$ cat src/rtl/conv_window_gen.sv
// Streaming 3x3 sliding-window generator: two line buffers plus a 3x3 shift window,
// emitting one registered window per accepted pixel once a full neighbourhood exists.
module conv_window_gen #(
  parameter int DATA_WIDTH = 8,
  parameter int IMG_WIDTH  = 28,
  parameter int IMG_HEIGHT = 28
) (
  input  logic                        clk,
  input  logic                        rst_n,
  input  logic                        enable,
  input  logic signed [DATA_WIDTH-1:0] pixel_in,
  input  logic                        pixel_valid,
  input  logic                        sof,
  output logic [9*DATA_WIDTH-1:0]     window_out,
  output logic                        window_valid,
  output logic [7:0]                  out_row,
  output logic [7:0]                  out_col,
  output logic                        frame_done
);

  localparam int CW = $clog2(IMG_WIDTH);
  localparam int RW = $clog2(IMG_HEIGHT);
  localparam logic [CW-1:0] LAST_COL = CW'(IMG_WIDTH - 1);
  localparam logic [RW-1:0] LAST_ROW = RW'(IMG_HEIGHT - 1);

  // Handshake: a pixel is consumed on any rising edge where enable & pixel_valid;
  // there is no ready, so every window_valid strobe must be taken by the consumer.
  logic acc;
  assign acc = enable & pixel_valid;

  logic [CW-1:0] col_q, col_d, eff_col;
  logic [RW-1:0] row_q, row_d, eff_row;

  logic [DATA_WIDTH-1:0] lb0_mem [IMG_WIDTH];
  logic [DATA_WIDTH-1:0] lb1_mem [IMG_WIDTH];
  logic [DATA_WIDTH-1:0] lb0_rd, lb1_rd;

  logic [8:0][DATA_WIDTH-1:0] win_q, win_d;
  logic                       valid_q, valid_d;
  logic                       done_q, done_d;
  logic [7:0]                 out_row_q, out_row_d;
  logic [7:0]                 out_col_q, out_col_d;

  // sof forces the accepted pixel to (0,0) regardless of where the counters were.
  always_comb begin
    eff_col = sof ? '0 : col_q;
    eff_row = sof ? '0 : row_q;
  end

  always_comb begin
    col_d = col_q;
    row_d = row_q;
    if (acc) begin
      if (eff_col == LAST_COL) begin
        col_d = '0;
        row_d = (eff_row == LAST_ROW) ? '0 : eff_row + 1'b1;
      end else begin
        col_d = eff_col + 1'b1;
        row_d = eff_row;
      end
    end else if (enable && sof) begin
      col_d = '0;
      row_d = '0;
    end
  end

  assign lb0_rd = lb0_mem[eff_col];
  assign lb1_rd = lb1_mem[eff_col];

  // Contents are only ever consumed after being rewritten in the current frame, so no reset.
  always_ff @(posedge clk) begin
    if (acc) begin
      lb0_mem[eff_col] <= lb1_rd;
      lb1_mem[eff_col] <= pixel_in;
    end
  end

  always_comb begin
    win_d     = win_q;
    valid_d   = 1'b0;
    done_d    = 1'b0;
    out_row_d = out_row_q;
    out_col_d = out_col_q;
    if (acc) begin
      win_d[0] = win_q[1];
      win_d[1] = win_q[2];
      win_d[2] = lb0_rd;
      win_d[3] = win_q[4];
      win_d[4] = win_q[5];
      win_d[5] = lb1_rd;
      win_d[6] = win_q[7];
      win_d[7] = win_q[8];
      win_d[8] = pixel_in;
      // Columns 0..1 of a fresh row have shifted stale data out by the time c reaches 2.
      if (eff_row >= RW'(2) && eff_col >= CW'(2)) begin
        valid_d   = 1'b1;
        out_row_d = 8'(eff_row) - 8'd2;
        out_col_d = 8'(eff_col) - 8'd2;
        done_d    = (eff_row == LAST_ROW) && (eff_col == LAST_COL);
      end
    end
  end

  always_ff @(posedge clk or negedge rst_n) begin
    if (!rst_n) begin
      col_q     <= '0;
      row_q     <= '0;
      win_q     <= '0;
      valid_q   <= 1'b0;
      done_q    <= 1'b0;
      out_row_q <= '0;
      out_col_q <= '0;
    end else begin
      col_q     <= col_d;
      row_q     <= row_d;
      win_q     <= win_d;
      valid_q   <= valid_d;
      done_q    <= done_d;
      out_row_q <= out_row_d;
      out_col_q <= out_col_d;
    end
  end

  assign window_out   = win_q;
  assign window_valid = valid_q;
  assign frame_done   = done_q;
  assign out_row      = out_row_q;
  assign out_col      = out_col_q;

endmodule

$ cat config.mk
export PLATFORM = sky130hd
export DESIGN_NAME = conv_window_gen
export DESIGN_NICKNAME = d
export VERILOG_FILES = /design/src/rtl/conv_window_gen.sv
export SDC_FILE = /design/constraint.sdc
export NUM_CORES = 1
export LEC_CHECK = 0
export BUFFER_PORTS_ARGS = -buffer_cell sky130_fd_sc_hd__buf_4
export CAP_MARGIN = 10
export CORE_AREA = 2 2 211 213
export DETAILED_ROUTE_END_ITERATION = 7
export DIE_AREA = 0 0 213 215
export HOLD_SLACK_MARGIN = 0.05
export PLACE_DENSITY = 0.69
export RECOVER_POWER = 100
export SYNTH_ARGS = -nofsm -noshare
export SYNTH_HDL_FRONTEND = slang
export SYNTH_SLANG_ARGS = --single-unit
$ cat constraint.sdc
create_clock -name clk -period 3.1 [get_ports clk]
set_input_delay 0.62 -clock clk [delete_from_list [all_inputs] [get_ports clk]]
set_output_delay 0.62 -clock clk [all_outputs]
set_load 0.005 [all_outputs]
Yosys cells after proc, flatten, opt, wreduce, memory -nomap -nowiden --
Memory sizes are Yosys's and may differ from the RTL's. A register that Yosys moved wholly into a read port is not among the register bits. Index checks and enable logic that the tools add are counted. W data, S select, Z words.
Operators by class: add/sub/neg operators 4, multipliers 0, div/mod/pow operators 0, $lt $le $gt $ge 2, equality and inequality tests 2, shift-type cells 0, muxes and demuxes 14, bitwise logic cells 1, reduce and logical (&&, ||, !) cells 6
Operators with widths (number):
- $mux W5 | 8
- $sub A5 B2 Y6 const B | 2
- $add A5 B1 Y5 const B | 2
- $eq A5 B5 Y1 const B | 2
- $ge A5 B2 Y1 const B | 2
- $mux W1 | 6
- $logic_and A1 B1 Y1 | 3
- $reduce_and A2 Y1 | 1
- $reduce_bool A2 Y1 | 1
- $and A1 B1 Y1 | 1
- $logic_not A1 Y1 | 1
Word-level totals: bits in registers 92, bits in latches 0, RAM bits 448, ROM bits 0, bits of input ports 13, output and inout port bits 90, memories kept 2
Memory list:
- lb0_mem | words 28, width 8, read ports 1, clocked after Yosys merged registers in 1, wr ports 1, line 34 | logic [DATA_WIDTH-1:0] lb0_mem [IMG_WIDTH];
- lb1_mem | words 28, width 8, read ports 1, clocked after Yosys merged registers in 0, wr ports 1, line 35 | logic [DATA_WIDTH-1:0] lb1_mem [IMG_WIDTH];

Longest topological paths before layout --
depth in word-level cells 5, gate-level depth with buffers 12

Worst setup path after synthesis --
OpenSTA, ideal clock, no wires.
path kind input-to-reg, from in sof, to mem lb0_mem[27][0], enable pin, library setup time 414 ps, arrival time 3011 ps, data required time 2686 ps, setup slack -325 ps, stages on the path 6, buffers on the path 2, path through buf_2 > nor2_1 > clkbuf_1 > ha_1 > nand2_1 > nor3_1
Between the ends: cells in the longest elaborated chain, start to end 1
Ends and longest elaborated chain:
- start: declaration | line 13 | input logic sof,
- $mux W5 | line 46 | eff_col = sof ? '0 : col_q;
- end: declaration | line 34
No other way between the ends.

Final worst setup path --
from in enable, to mem lb0_mem[8][6], enable pin
Between the ends: cells in the longest elaborated chain, start to end 3
Ends and longest elaborated chain:
- start: declaration | line 10 | input logic enable,
- $and A1 B1 Y1 | line 29 | assign acc = enable & pixel_valid;
- $mux W1 | line 72 | if (acc) begin
- $mux W1 (implied by the code) | line 73 | lb0_mem[eff_col] <= lb1_rd;
No other way between the ends.

==> flow_metrics.py <==
metrics = {
    "min_path": {
        "hp-class": "in -> reg",
        "hold_path_startpoint": "enable",
        "min_path_cells": 2,
        "worstHoldEndpoint": "col_q[0]",
    },
    "job": {
        "max-cap-violations": 3,
    },
    "detailed_routing": {
        "drt-total-wl_mm": 51.59,
        "drtAntennaViolNets": 0,
        "drt_first_iter_violations": 1278,
        "wl_per_cell_um": 23.45,
        "vias_per_cell": 5.791,
        "vias": 12740,
        "drc": 0,
        "dr.pass1.iters": 5,
    },
    "setup_path": {
        "cp_top_family": "simple AND/OR/NAND/NOR gates",
        "reg2reg_to": "lb0_mem[14][4]",
        "endpoint_kind": "flop",
        "rr_startpoint": "col_q[2]",
        "critical_path_buf_inv_count": 2,
        "crit_arrival_ps": 3060,
        "max_stage_delay_ps": 1020,
        "required_ps": 3320,
        "path_cells": "buf_4, and2_1, nand2_1, nor2_1, clkbuf_2",
        "rr_worst_depth": 7,
        "cpMaxStageDelayCell": "and2_1",
        "crit_type": "in -> reg",
        "crit_path_start_kind": "primary input",
        "r2r_setup_slack_ps": 280,
        "crit_fanout": 30,
    },
    "clock_network": {
        "clk_latency_ps": 600,
        "cts.sinks": 544,
        "cts_root_buffer": "clkbuf_16",
        "cts_setup_buffers": 0,
        "htree_levels": 2,
        "clk_pin_slew_worst_paths_ps": 60,
        "cts_made_buffers": 54,
        "cts_resized": 0,
        "clock_path_buffers": 3,
        "cts_tree": "built",
    },
    "timing": {
        "fin_tns_setup_ps": 0,
        "setup_viol": 0,
        "fin_skew_ps": 29.37,
        "fmax_ghz": 0.3525,
        "relSlewSlack_pct": -4.090,
        "hold_viol_final": 0,
        "worstMarginPinSlew_ps": 1561,
        "rsz0062_at_grt": "false",
        "worst_slack_ps": 263.4,
        "period_share_pct": 91.50,
        "period_needed_ps": 2837,
        "timing.hold.ws_ps": 286.4,
        "slew_viol_final": 60,
    },
    "run_status": {
        "outcome": "complete, but fails checks",
        "violations": "max-capacitance violations, max-slew violations",
    },
    "synth": {
        "synth_edf_count": 448,
        "synth_fp_nets": 1425,
        "netlist_area_um2": 21510,
        "ys_types": 57,
        "yosys_warnings": 0,
        "async_reset_ff_share_pct": 17.65,
        "ys_seq_area_share_pct": 73.72,
        "netlist_instances": 1402,
        "ys.flop_type": "edfxtp_1",
        "synth_area_per_cell_um2": 15.34,
        "synth_seq_cells": 544,
    },
    "global_route": {
        "grtUsageTotal_pct": 23.01,
        "grt_pass1_vias": 12560,
        "grt_pass1_wl_mm": 77.66,
        "antenna_found_initial": 0,
        "gr-total-overflow": 0,
        "grt_max_degree": 62,
    },
    "floorplanning": {
        "dieArea_um2": 45800,
        "die_x_um": 213,
        "fp-row-count": 77,
        "initial_core_util_pct": 49.28,
        "pin_count": 103,
        "die_h_um": 215,
        "core-area_um2": 43640,
    },
    "finish": {
        "synthToLayoutAreaGrowth_pct": 16.43,
        "diodes": 0,
        "final_nets": 1585,
        "drive_gt1_share_pct": 19.78,
    },
    "power": {
        "ir_drop_uv": 460.6,
        "power_density_nw_per_um2": 663.1,
        "leakage_nw": 8.863,
    },
    "placement": {
        "gp_congestion": 0.8392,
        "hpwl_mm": 32.62,
        "post-place-ws_ps": 18.61,
        "port_buffers": 102,
    },
}
layer usage:
metal | track usage (%) | part of all wire (%) | vias to the layer above
met3 | 5.743 | 9.1 | 103
met5 | 0 | 0 | -
li1 | - | - | 5647
met2 | 35.69 | 46 | 601
met4 | 7.622 | 2.9 | 0
met1 | 32.04 | 42 | 6389
power breakdown:
part           switching [mW]  internal, mW  total (mW)  leakage, nW
Sequential              0.187          8.27        8.45         5.23
Clock                    2.68          3.81        6.49        0.866
Combinational           0.974         0.683        1.66         2.76
sequential cells by signal (all words and copies together), names as in the netlist:
name / count
lb1_mem: 224
out_col: 6
window_out: 72
col_q: 5
window_valid: 1
out_row: 6
row_q: 5
frame_done: 1
lb0_mem: 224
timing repair:
item / in CTS / in global routing
hold buffers: 1 / 0
hold endpoints to repair: 6 / 0
endpoints found under the setup margin: 0 / 0
cell usage after synthesis (2+ instances only):
library cell  count  area share, %
a211oi_1         21           0.73
a21o_1            7           0.24
a21oi_1          22           0.51
a221oi_1          4           0.16
a22o_1            2          0.081
a22oi_1           7           0.24
a31oi_1          28           0.81
and2_1            2          0.058
buf_1             3          0.052
buf_2            29           0.67
buf_4            12           0.42
buf_6             5           0.26
clkbuf_1         38           0.66
dfrtp_1          96             11
edfxtp_1        448             63
ha_1             10           0.58
inv_1            10           0.17
inv_2             3          0.052
mux2_2           12           0.63
mux2i_1          58            2.7
mux4_2           50            5.2
nand2_1         255            4.5
nand2b_1          5           0.15
nand3_1           9           0.21
nand3b_1          2          0.070
nor2_1           72            1.3
nor2b_1          11           0.32
nor3_1           25           0.58
nor3b_1           2          0.070
nor3b_2           2           0.12
nor4_1            2          0.058
o2111ai_1        13           0.53
o211ai_1          2          0.070
o21ai_0          67            1.6
o221ai_1          7           0.29
o22ai_1          11           0.32
o2bb2ai_1         2          0.081
o311ai_0         13           0.53
o31ai_1           2          0.070
o41ai_1           2          0.081
or2_2            14           0.41
xnor2_1           2          0.081
worst max path at each step:
stage             start             end  depth (start not counted)
6_report         enable   lb0_mem[8][6]                          5
5_1_grt          enable   lb0_mem[8][6]                          5
4_1_cts        col_q[2]   lb0_mem[4][4]                          7
3_5_place_dp        sof  lb0_mem[12][4]                          9
3_3_place_gp        sof  lb0_mem[12][4]                          9
2_1_floorplan       sof   lb0_mem[7][0]                          6
cell families after synthesis:
family / share of synthesized area (%)
AO/OA/AOI/OAI: 6.632
buffers and inverters: 2.362
XOR/XNOR: 0.1222
flip-flops: 73.72
multiplexers: 8.564
AND/OR/NAND/NOR: 8.017
adder cells (fa/ha/maj): 0.5818
metrics by stage:
| step | power [mW] | utilization, % | instance area [um2] | std cells |
|---|---|---|---|---|
| 2_1_floorplan | 9.425 | - | 21570 | 1402 |
| 3_3_place_gp | 10.28 | 54.10 | 23610 | 2097 |
| 3_5_place_dp | 10.32 | 54.10 | 23610 | 2097 |
| 4_1_cts | 16.80 | 58.18 | 25390 | 2200 |
| 5_1_grt | 17.19 | 57.38 | 25040 | 2200 |
| 6_report | 16.60 | 57.38 | 25040 | 2200 |
worst register-to-register path: cells and delay by family (launching register included):
kind	cells	cell delay, ps
simple gates	3	1240
compound gates	2	290
buf+inv	2	540
flops	1	570
cell usage in the layout, fill, tap and decap left out, types with 21 or more instances in the layout:
cell type,synthesis,layout
o21ai_0,67,67
mux2i_1,58,58
clkbuf_1,38,52
nor2_1,72,72
dfrtp_1,96,93
clkbuf_16,0,55
clkbuf_2,1,26
nand2_1,255,254
clkbuf_4,0,68
edfxtp_1,448,448
nor3_1,25,24
buf_4,12,41
a211oi_1,21,21
a21oi_1,22,22
a31oi_1,28,28
mux4_2,50,50
area by class of cell:
| cell class | instances | area [um2] |
|---|---|---|
| clock buffer | 71 | 1456 |
| clock inverter | 31 | 316.6 |
| fill | 3389 | 18600 |
| inverter | 14 | 57.56 |
| multi-input combinational | 756 | 5146 |
| sequential | 544 | 15860 |
| tap | 592 | 740.7 |
| timing repair buffer | 192 | 1461 |
Power figures use the tool's default switching activity.
